`config.mk`:
```
export PLATFORM = sky130hd
export DESIGN_NAME = crc_frame_controller_flat
export DESIGN_NICKNAME = d
export VERILOG_FILES = /design/src/rtl/crc_frame_controller_pkg.sv /design/src/rtl/crc_frame_controller_if.sv /design/src/rtl/crc_byte_serializer.sv /design/src/rtl/crc_frame_controller.sv /design/src/flat_wrapper.sv
export SDC_FILE = /design/constraint.sdc
export NUM_CORES = 1
export LEC_CHECK = 0
export BUFFER_PORTS_ARGS = -buffer_cell sky130_fd_sc_hd__clkbuf_2
export CELL_PAD_IN_SITES_DETAIL_PLACEMENT = 0
export CELL_PAD_IN_SITES_GLOBAL_PLACEMENT = 1
export CORE_MARGIN = 5
export CORE_UTILIZATION = 43
export CTS_BUF_LIST = sky130_fd_sc_hd__clkbuf_4 sky130_fd_sc_hd__clkbuf_8
export CTS_CLUSTER_SIZE = 20
export DETAILED_ROUTE_END_ITERATION = 16
export GPL_TIMING_DRIVEN = 0
export MAX_ROUTING_LAYER = met4
export PLACE_DENSITY = 0.87
export SKIP_LAST_GASP = 1
export SYNTH_ARGS = -nofsm -noshare
export SYNTH_HDL_FRONTEND = slang
export SYNTH_HIERARCHICAL = 1
export SYNTH_SLANG_ARGS = --single-unit
export TNS_END_PERCENT = 10
```
`constraint.sdc`:
```
create_clock -name clk_in -period 6.2 [get_ports clk_in]
set_clock_uncertainty 0.15 [all_clocks]
set_input_delay 0.93 -clock clk_in [delete_from_list [all_inputs] [get_ports clk_in]]
set_output_delay 0.93 -clock clk_in [all_outputs]
set_load 0.02 [all_outputs]
```
`src/rtl/crc_frame_controller_pkg.sv`:
```
// Shared types and constants for the CRC frame controller and its serializer.
package crc_frame_controller_pkg;

  localparam int CRC_W      = 32;
  localparam int BYTE_W_DEF = 8;
  localparam int LEN_W_DEF  = 16;

  typedef enum logic [1:0] {
    ST_IDLE,
    ST_CLEAR,
    ST_SHIFT,
    ST_DONE
  } state_t;

endpackage

```
`src/rtl/crc_frame_controller_if.sv`:
```
// Byte stream into the CRC frame controller: valid/ready with end-of-frame marker.
interface crc_frame_controller_if #(
  parameter int BYTE_W = 8
);

  logic [BYTE_W-1:0] s_data;
  logic              s_valid;
  logic              s_last;
  logic              s_ready;

  modport master (output s_data, output s_valid, output s_last, input s_ready);
  modport slave  (input s_data, input s_valid, input s_last, output s_ready);

endinterface

```
`src/rtl/crc_byte_serializer.sv`:
```
// Holds one byte and walks it out LSB-first, one bit per shift, tracking bit position and end-of-frame.
module crc_byte_serializer #(
  parameter int BYTE_W = 8
) (
  input  logic              clk_in,
  input  logic              reset_n,
  input  logic              load,
  input  logic              shift,
  input  logic [BYTE_W-1:0] data,
  input  logic              data_last,
  output logic              lsb,
  output logic              at_last,
  output logic              last
);

  localparam int CNT_W = (BYTE_W > 1) ? $clog2(BYTE_W) : 1;

  logic [BYTE_W-1:0] shreg;
  logic [CNT_W-1:0]  bit_cnt;

  assign lsb     = shreg[0];
  assign at_last = (bit_cnt == CNT_W'(BYTE_W - 1));

  always_ff @(posedge clk_in or negedge reset_n) begin
    if (!reset_n) begin
      bit_cnt <= '0;
      last    <= 1'b0;
    end else if (load) begin
      bit_cnt <= '0;
      last    <= data_last;
    end else if (shift) begin
      bit_cnt <= at_last ? '0 : bit_cnt + 1'b1;
    end
  end

  // A reload on the final bit wins over the shift so bytes stream without a gap.
  always_ff @(posedge clk_in) begin
    if (load) begin
      shreg <= data;
    end else if (shift) begin
      shreg <= shreg >> 1;
    end
  end

endmodule

```
`src/rtl/crc_frame_controller.sv`:
```
// Frames a byte stream onto a bit-serial CRC bank: clears it per frame, shifts bytes in, captures the result.
module crc_frame_controller
  import crc_frame_controller_pkg::*;
#(
  parameter int BYTE_W = BYTE_W_DEF,
  parameter int LEN_W  = LEN_W_DEF
) (
  input  logic              clk_in,
  input  logic              reset_n,
  crc_frame_controller_if.slave s,
  input  logic              abort,
  input  logic [CRC_W-1:0]  bank_crc,
  output logic              bank_in_data,
  output logic              bank_en,
  output logic              bank_clr_n,
  output logic [CRC_W-1:0]  crc_value,
  output logic              crc_zero,
  output logic [LEN_W-1:0]  frame_bytes,
  output logic              crc_valid,
  output logic              busy
);

  state_t           state;
  logic             frame_open;
  logic [LEN_W-1:0] byte_cnt;
  logic             ser_lsb;
  logic             ser_at_last;
  logic             ser_last;
  logic             ready;
  logic             xfer;

  function automatic logic [LEN_W-1:0] sat_inc(input logic [LEN_W-1:0] v);
    return (&v) ? v : v + 1'b1;
  endfunction

  // Ready and bank controls decode registered state only; abort swallows a coincident transfer.
  assign ready        = (state == ST_IDLE) ||
                        ((state == ST_SHIFT) && ser_at_last && !ser_last);
  assign s.s_ready    = ready;
  assign xfer         = s.s_valid && ready && !abort;
  assign bank_en      = (state == ST_SHIFT);
  assign bank_in_data = bank_en & ser_lsb;
  assign busy         = (state != ST_IDLE);

  crc_byte_serializer #(
    .BYTE_W (BYTE_W)
  ) u_serializer (
    .clk_in    (clk_in),
    .reset_n   (reset_n),
    .load      (xfer),
    .shift     (bank_en),
    .data      (s.s_data),
    .data_last (s.s_last),
    .lsb       (ser_lsb),
    .at_last   (ser_at_last),
    .last      (ser_last)
  );

  always_ff @(posedge clk_in or negedge reset_n) begin
    if (!reset_n) begin
      state       <= ST_IDLE;
      frame_open  <= 1'b0;
      byte_cnt    <= '0;
      bank_clr_n  <= 1'b0;
      crc_value   <= '0;
      crc_zero    <= 1'b0;
      frame_bytes <= '0;
      crc_valid   <= 1'b0;
    end else begin
      crc_valid  <= 1'b0;
      bank_clr_n <= 1'b1;
      if (abort) begin
        state      <= ST_IDLE;
        frame_open <= 1'b0;
      end else begin
        unique case (state)
          ST_IDLE: begin
            if (xfer) begin
              frame_open <= 1'b1;
              if (!frame_open) begin
                state      <= ST_CLEAR;
                bank_clr_n <= 1'b0;
                byte_cnt   <= LEN_W'(1);
              end else begin
                state    <= ST_SHIFT;
                byte_cnt <= sat_inc(byte_cnt);
              end
            end
          end
          ST_CLEAR: state <= ST_SHIFT;
          ST_SHIFT: begin
            if (ser_at_last) begin
              if (ser_last) begin
                state <= ST_DONE;
              end else if (xfer) begin
                byte_cnt <= sat_inc(byte_cnt);
              end else begin
                state <= ST_IDLE;
              end
            end
          end
          ST_DONE: begin
            crc_value   <= bank_crc;
            crc_zero    <= (bank_crc == '0);
            frame_bytes <= byte_cnt;
            crc_valid   <= 1'b1;
            frame_open  <= 1'b0;
            state       <= ST_IDLE;
          end
          default: state <= ST_IDLE;
        endcase
      end
    end
  end

endmodule

```
`src/flat_wrapper.sv`:
```
// flat-port wrapper written by rule: the top's interface ports become plain ports
module crc_frame_controller_flat import crc_frame_controller_pkg::*;
#(
  parameter int BYTE_W = BYTE_W_DEF,
  parameter int LEN_W  = LEN_W_DEF
)
  (clk_in, reset_n, abort, bank_crc, bank_in_data, bank_en, bank_clr_n, crc_value, crc_zero, frame_bytes, crc_valid, busy, s_s_data, s_s_valid, s_s_last, s_s_ready);
  crc_frame_controller_if #(.BYTE_W(BYTE_W)) s_i ();
  input  logic clk_in;
  input  logic reset_n;
  input  logic abort;
  input  logic [CRC_W-1:0] bank_crc;
  output logic bank_in_data;
  output logic bank_en;
  output logic bank_clr_n;
  output logic [CRC_W-1:0] crc_value;
  output logic crc_zero;
  output logic [LEN_W-1:0] frame_bytes;
  output logic crc_valid;
  output logic busy;
  input wire logic [$bits(s_i.s_data)-1:0] s_s_data;
  input wire logic [$bits(s_i.s_valid)-1:0] s_s_valid;
  input wire logic [$bits(s_i.s_last)-1:0] s_s_last;
  output wire logic [$bits(s_i.s_ready)-1:0] s_s_ready;
  assign s_i.s_data = s_s_data;
  assign s_i.s_valid = s_s_valid;
  assign s_i.s_last = s_s_last;
  assign s_s_ready = s_i.s_ready;
  crc_frame_controller #(.BYTE_W(BYTE_W), .LEN_W(LEN_W)) u_core (.clk_in(clk_in), .reset_n(reset_n), .s(s_i), .abort(abort), .bank_crc(bank_crc), .bank_in_data(bank_in_data), .bank_en(bank_en), .bank_clr_n(bank_clr_n), .crc_value(crc_value), .crc_zero(crc_zero), .frame_bytes(frame_bytes), .crc_valid(crc_valid), .busy(busy));
endmodule
```
==> results, run 1 <==
- The analysis attributes to cell leakage a power of between 2 and 2.5 nW.
- Adding up every negative setup slack in the final design gives 0 ps.
- The peak per-stage delay on the critical path is 590 ps.
- In this run, post-CTS repair resized a total of 0 instances.
- For this run, the detailed router's first-pass iteration total came to 4.
- Summing every instance area after synthesis gives 0.003747 sq mm.
- The initialized floorplan defines 34 standard-cell rows.
- The non-filler instance count after layout is slightly above 500.
- The first global-routing pass estimated between 10000 and 15000 um of wire.
- The run finished with clean final reports.
- The final standard cell utilization of the core is 53.87%.
- The endpoint of the lowest-slack register-to-register path is u_core/u_serializer/shreg[3]$_DFFE_PP_.
- Across the run, the number of max-cap violations was 0.
- The number of cells on the worst reg-to-reg path is 7.
- The number of slew-limit violations in the final report is 0.
- The total power density per cell area is approximately 380 mW/mm^2.
- The floorplan step defined a die boundary enclosing approximately 0.011 sq mm.
- Setup slack on the worst reg-to-reg path comes out at about 3500 ps.
- The setup-violating endpoint count in the final report is 0.
- In this run the tightest slew margin relative to its limit is between 50% and 60%.
- Detailed routing inserted a total of about 2800 vias.
- The number of buffers inserted for hold repair after clock tree synthesis is 0.
- The synthesized design devotes to its leading area cell type around half of total area.
- After detailed routing, the number of vias per cell comes to between 5 and 6.
- The most frequent standard cell in the layout excluding fill and tap cells is clkbuf_2.
- The area growth from synthesis to layout is 23.54%.
- The number of antenna repair diodes is 0.
- The cell total after placement is 499.
- The top flip-flop cell by instance count after synthesis is dfrtp_1.
- Counting both buffers and inverters, the worst setup path holds a total of 2.
- Once the floorplan was initialized, standard cells occupied between 40% and 50% of the core.
- Entering global routing, the biggest net connects 48 pins.
- The CTS sink count is 82.
- Cells with a size suffix above 1 make up between 40 and 50% of the layout.
- Summed over all layers, the routed wires come to between 8000 and 9000 um.
- In the layout the commonest cells are clkbuf_2 (98), dfrtp_1 (74), mux2_2 (55).
- Buffers placed on the I/O ports in this run total around 100.
- Timing analysis after detailed placement gives a worst setup slack of 3388 ps.
- The count of antenna-violating nets left after detailed routing is 0.
- 100 I/O pins were placed.
- The most critical setup path has its endpoint at bank_in_data.
- The overall track demand over capacity in global routing is ~16%.
- Dividing the final minimum period by the clock period gives a little under half.
- The type of the worst min-delay path is reg -> reg.
- The TritonCTS clock tree is built.
- The cell family contributing the most delay on the critical path is simple AND/OR/NAND/NOR gates.
- In this run the vertical extent of the chip is slightly above 100 um.
- For this run, asynchronously set or reset flops after synthesis account for between 90% and 100%.
- For the pin with the worst max-slew slack, the measured transition is around 670 ps.
- For this run, design rule violations remaining after detail routing come to 0.
- The HPWL after detailed placement is between 6000 and 7000 um.
- After layout, the minimum clock period comes to ~3000 ps.
- The initial antenna violation count is 0.
- The die extent in x is 103.4 um.
- The net total in the final layout is 450.
- Counting the fill cells in the layout gives 760.
- The slowest stage of the critical path belongs to the cell nor2b_1.
- The number of setup buffers added after CTS is 0.
- STA classifies the critical path endpoint as an output port.
- Once routing completed, OpenROAD measured the worst setup slack at approximately 3200 ps.
- Static timing analysis puts the maximum clock frequency at between 0.3 and 0.4 GHz.
- The total congestion overflow after global routing is 0.
- The number of distinct library cells after synthesis is between 50 and 60.
- Counting every instance in the synthesized netlist gives just under 300.
- Sequential cells were found to cover between 50% and 60% of the synthesized design area.
- The deepest clock path buffer count is 2.
- In this run, synthesis produced a sequential element count of 82.
- The mean instance size in the synthesized netlist is ~13 sq um.
- STA puts the critical path data arrival time at roughly 1900 ps.
- The maximum vdd drop is ~150 uV.
- At the later pin of the worst-skew pair, clock insertion delay measures 350 ps.
- The via count of the first global-routing pass is 2699.
- In this run, synthesis inferred 8 flip-flops with an integrated enable.
- Counting buffers and inverters, the worst setup path is 4 cells deep.
- By area the synthesized netlist is led by dfrtp_1 (49%), mux2_2 (17%), edfxtp_1 (6.4%).
- Setup repair after global routing left no endpoint under its margin.
- The region available for standard cell placement spans 0.008593 sq mm.
- In this run, CTS created clock tree buffers numbering 9.
- The biggest fanout along the worst timing path is 10.
- The H-tree generated during clock tree synthesis spans 3 levels.
- The synthesized design spends more area on one cell type than any other, namely dfrtp_1.
- During synthesis, Yosys emitted a total of 6 warnings.
- The clock slew at the register clock pins of the worst setup and hold paths is 80 ps.
- The first routing iteration left 144 violations.
- CTS placed an instance of clkbuf_8 at the clock tree root.
- Tracing the worst setup path back leads to its startpoint at u_core/state[1]$_DFFE_PN0P_.
- The kind of critical path is reg -> out.
- The worst reg2reg path startpoint is u_core/u_serializer/bit_cnt[0]$_DFFE_PN0P_.
- The weighted congestion reported at the end of routability-driven placement is between 0.8 and 0.9.
- The final hold violation count came to 0.
- The number of nets in the synthesized netlist is between 300 and 400.
- The overall power consumption is approximately 0.0018 W.
- The critical path required time is just over 5000 ps.
- The worst setup path is launched from a register.
- The detail-routed net length per standard cell is ~16 um.
- Traced cell by cell, the critical path runs through buf_2, nor2b_1, and2_1, clkbuf_2.
[synth_stat cells (all sizes together), types with 4 or more instances]
cell,instances
a21oi,13
and2,4
and3,4
buf,7
dfrtp,74
edfxtp,8
inv,8
mux2,55
nand2,11
nand3,9
nand4,7
nor2,8
nor3,5
nor4,14
o21ai,7
o31ai,7
or4,6
[routing by layer]
metal	up-vias	routed length, um	track usage (%)
met1	1375	3815	21.38
met5	-	0	-
met3	4	697	4.091
met2	102	3707	25.00
met4	0	28	4.183
li1	1338	-	-
[cells by family after synthesis]
kind of cell | Yosys count | synth area share (%)
adder cells (fa/ha/maj) | 3 | 1.002
multiplexers | 57 | 17.06
buffers and inverters | 18 | 2.270
flip-flops | 82 | 55.83
AO/OA/AOI/OAI | 45 | 9.182
AND/OR/NAND/NOR | 86 | 14.66
[final cells by class]
| type | instances | area (sq um) | area share, % |
|---|---|---|---|
| clock buffer | 10 | 131.4 | 2.838 |
| inverter | 8 | 30.03 | 0.6486 |
| buffer | 10 | 55.05 | 1.189 |
| multi-input combinational | 191 | 1570 | 33.92 |
| clock inverter | 6 | 90.09 | 1.946 |
| timing repair buffer | 100 | 525.5 | 11.35 |
| tap | 108 | 135.1 | 2.919 |
| sequential | 82 | 2092 | 45.19 |
[tightest hold or removal path, stage by stage, from the launching register on]
cell and delay (ps):
dfrtp_1 340, nand2_1 50, o31ai_1 50
[flip-flops by register name (all words and copies together) (netlist names)]
register,cells
u_core/bank_clr_n,1
u_core/u_serializer/shreg,8
u_core/state,2
u_core/frame_open,1
u_core/u_serializer/last,1
u_core/crc_zero,1
u_core/frame_bytes,16
u_core/crc_valid,1
u_core/byte_cnt,16
u_core/u_serializer/bit_cnt,3
u_core/crc_value,32
[worst min-delay path by stage]
| stage | cells after the start | to | slack, ps | startpoint |
|---|---|---|---|---|
| after floorplan | 2 | u_core/u_serializer/bit_cnt[1]$_DFFE_PN0P_ | 340 | u_core/u_serializer/bit_cnt[1]$_DFFE_PN0P_ |
| after global placement | 2 | u_core/crc_zero$_DFFE_PN0P_ | 310 | u_core/crc_zero$_DFFE_PN0P_ |
| after detailed placement | 2 | u_core/crc_zero$_DFFE_PN0P_ | 320 | u_core/crc_zero$_DFFE_PN0P_ |
| after CTS | 2 | u_core/crc_zero$_DFFE_PN0P_ | 340 | u_core/crc_zero$_DFFE_PN0P_ |
| after global routing | 1 | u_core/crc_value[14]$_DFFE_PN0P_ | 370 | u_core/crc_value[14]$_DFFE_PN0P_ |
| final | 2 | u_core/crc_zero$_DFFE_PN0P_ | 330 | u_core/crc_zero$_DFFE_PN0P_ |
[through the flow]
stage	cell area (sq um)	hold WS (ps)
3_3_place_gp	4378	311.4
4_1_cts	4629	335.7
3_5_place_dp	4408	319.3
2_1_floorplan	3747	340.5
5_1_grt	4629	368.9
6_report	4629	330.9
[report_power, final]
group,switching (W),internal [W],leakage (nW)
registers,0.0000789,0.000693,1.07
clock network,0.000188,0.000233,0.110
logic,0.000344,0.000232,1.04
No activity file was read; power rests on OpenSTA's default activity.
==> run 2, diff against run 1 <==
- clock period: 6.2 -> 3 ns (I/O delays scaled with it)
==> run 2 against run 1 <==
Effect of this change: cell count increased by 0.19%; utilization grew 0.12 points; critical path depth grew 3; highest routed layer unchanged; combinational power is 110% higher; clock-buffer cell count is the same; first-iteration DRC count shrank 13%; largest power group unchanged; global-route usage hardly changed.
==> results, run 2 (same netlist as run 1, synthesis figures left out) <==
- The number of slew-limit violations in the final report is 0 (unchanged).
- Setup repair after global routing left no endpoint under its margin.
- The quantity of gates resized following cts is 0 (unchanged).
- The worst reg-to-reg path cell count was 7 (unchanged).
- Timing would allow up to ~0.37 GHz.
- The critical path is of the reg -> reg type.
- The final critical path takes up between 80% and 90% of the cycle.
- The first element of the critical path is u_core/u_serializer/bit_cnt[0]$_DFFE_PN0P_.
- The CTS buffer count is 9 (unchanged).
- The die span in y is 103.4 um (unchanged).
- The net total in the final layout is 451 (+0.22%).
- The number of port buffers was 99 (unchanged).
- The flip-flop count of the largest register after layout was 32 (unchanged).
- The maximum vdd drop is 300.2 uV (+110%).
- The most critical setup path has its endpoint at u_core/u_serializer/shreg[3]$_DFFE_PP_.
- The normalized max-slew margin came to 55.29% (+0.11 points).
- Leaving out fill and tap cells, the most frequent cell in the layout is clkbuf_2.
- TritonCTS built the clock tree.
- The final hold violation count is 0 (unchanged).
- The transition at the pin with the smallest max-transition slack is 669.3 ps (-1.639 ps).
- The overall track demand over capacity in global routing is 16.20% (+0.029 points).
- The maximum level of the CTS H-tree is 3 (unchanged).
- The met1 capacity usage during global routing is 21.38% (unchanged).
- The number of antenna repair diodes is 0 (unchanged).
- The setup-violating endpoint count in the final report came to 0 (unchanged).
- The total power density per cell area is 788.3 mW/mm^2 (+110%).
- The initial core utilization is 43.61% (unchanged).
- The startpoint identified for the worst register-to-register timing path is u_core/u_serializer/bit_cnt[0]$_DFFE_PN0P_.
- The cell with the largest stage delay on the worst path is dfrtp_1.
- The global-route wire length before repair was 13190 um (+0.21%).
- The type of the worst min-delay path is in -> reg.
- The via count of the first global-routing pass is 2711 (+0.44%).
- The start point of the worst min-delay path is bank_crc[8].
- The accumulated negative setup slack is 0 ps (unchanged).
- The final standard cell utilization of the core was 53.99% (+0.12 points).
- The clock insertion delay at the later pin of the skew report was 350 ps (about the same).
- The number of detailed-routing iterations run before antenna repair is 4 (unchanged).
- The weighted congestion reported at the end of routability-driven placement was 0.8510 (unchanged).
- The biggest fanout along the worst timing path is 10 (unchanged).
- The endpoint of the lowest-slack register-to-register path is u_core/u_serializer/shreg[3]$_DFFE_PP_.
- The layout overhead on the synthesized area is 23.81%.
- The CTS sink count came to 82 (unchanged).
- The post-layout instance area is 0.004639 sq mm (+0.22%).
- The critical path required time came to 2930 ps (-2190 ps).
- The nature of the critical path endpoint is a register.
- The deepest clock path buffer count is 2 (unchanged).
- The pin count of the biggest net entering global routing is 48 (unchanged).
- The count of maximum capacitance violations is 0 (unchanged).
- The placed standard-cell area is 0.004408 sq mm (unchanged).
- The die area is 0.01068 sq mm (unchanged).
- The global routing met2 resource utilization is 25.10% (+0.098 points).
- The standard-cell row count is 34 (unchanged).
- The peak per-stage delay on the critical path was 400 ps (-190 ps).
- The initial antenna violation count was 0 (unchanged).
- The global routing stage identified its most utilized layer as met2.
- The number of I/O pins is 100 (unchanged).
- The total congestion overflow after global routing is 0 (unchanged).
- The count of antenna-violating nets left after detailed routing came to 0 (unchanged).
- The reg2reg setup slack is 320 ps (-3200 ps).
- The routing usage on met3 is 4.091% (unchanged).
- The cell at the root of the clock tree is clkbuf_8.
- The clock slew at the register clock pins of the worst setup and hold paths is 90 ps (about the same).
- The signal on the critical path passes through ha_1, ha_1, and2b_1, o21ai_2, inv_1, buf_4, or2_2.
- The leakage power summed over all cells is 2.222 nW (+0.19%).
- The worst setup path is launched from a register.
- The time the final worst path needs with I/O delays and setup is approximately 2700 ps.
- The estimated wirelength of the detail-placed design came to 6354 um (unchanged).
- The cell that appears most often on the critical path is ha_1.
- The register ranked first by flip-flop count is u_core/crc_value.
- The number of remaining DRC errors is 0 (unchanged).
- The overall power consumption was 0.003657 W (+110%).
- The die extent in x is 103.4 um (unchanged).
- In the layout the commonest cells are clkbuf_2 (98), dfrtp_1 (74), mux2_2 (55).
- The largest registers in the layout are u_core/crc_value x32, u_core/byte_cnt x16, u_core/frame_bytes x16.
- The total vias in the final route is 2830 (+0.39%).
- The flow ran to the end, and the final reports show no timing, DRC or antenna violations.
- The fraction of layout cells with a size suffix above 1 is 47.06% (-0.12 points).
- The data arrival time of the critical path is 2610 ps (+740 ps).
- The detail-routed net length per standard cell came to 16.02 um (about the same).
- The post-detailed-routing wire length is 8265 um (+0.22%).
- The average via count per standard cell is 5.484 (+0.20%).
- The number of DRC markers after the initial detailed-route iteration is 125 (-13%).
- The floorplan core area was 0.008593 sq mm (unchanged).
[run 2: cell types whose count changed in the layout (fill, tap and decap cells not counted), sizes merged]
cell	change
dlygate4sd3	+1
[run 2: worst max-delay path: cells and delay by family (launching register included)]
| kind | cells | cell delay (ps) |
|---|---|---|
| compound gates | 1 | 340 |
| fa+ha+maj | 2 | 440 |
| buf+inv | 2 | 430 |
| flops | 1 | 400 |
| simple gates | 2 | 640 |
[run 2: where the power goes]
part	total (W)	internal [W]	leakage, nW	switching (W)
registers	0.00160	0.00143	1.07	0.000163
logic	0.00119	0.000481	1.05	0.000710
clock network	0.000870	0.000481	0.110	0.000389
[run 2: worst min path at each step]
stage,to,slack [ps],cells past startpoint
after floorplan,u_core/bank_clr_n$_DFF_PN0_,4,0
after global placement,u_core/crc_zero$_DFFE_PN0P_,310,2
after detailed placement,u_core/crc_value[17]$_DFFE_PN0P_,290,1
after CTS,u_core/crc_value[9]$_DFFE_PN0P_,170,2
after global routing,u_core/crc_value[9]$_DFFE_PN0P_,180,2
final,u_core/crc_value[8]$_DFFE_PN0P_,200,2
[run 2: through the flow]
stage / hold WS [ps] / instances / setup WS (ps)
floorplan: 4.409 / 291 / 617.0
global placement: 311.4 / 498 / 327.0
detailed placement: 293.9 / 499 / 320.1
CTS: 171.9 / 516 / 288.1
global route: 178.0 / 516 / 162.1
finish: 198.4 / 516 / 320.1
[run 2: repair_timing]
item | in CTS | in global routing
hold buffers | 1 | 0
buffers inserted | 0 | 0
endpoints found under the hold margin | 27 | 0
[run 2: layer usage]
metal / wire length, um / vias to the layer above
met5: 0 / -
met4: 28 / 0
met3: 714 / 4
met2: 3725 / 109
met1: 3796 / 1376
li1: - / 1341
[run 2: area by class of cell]
| cell class | count | area, sq um |
|---|---|---|
| fill | 759 | 3954 |
| sequential | 82 | 2092 |
| multi-input combinational | 191 | 1570 |
| timing repair buffer | 101 | 535.5 |
| tap | 108 | 135.1 |
| clock buffer | 10 | 131.4 |
| clock inverter | 6 | 90.09 |
| buffer | 10 | 55.05 |
| inverter | 8 | 30.03 |
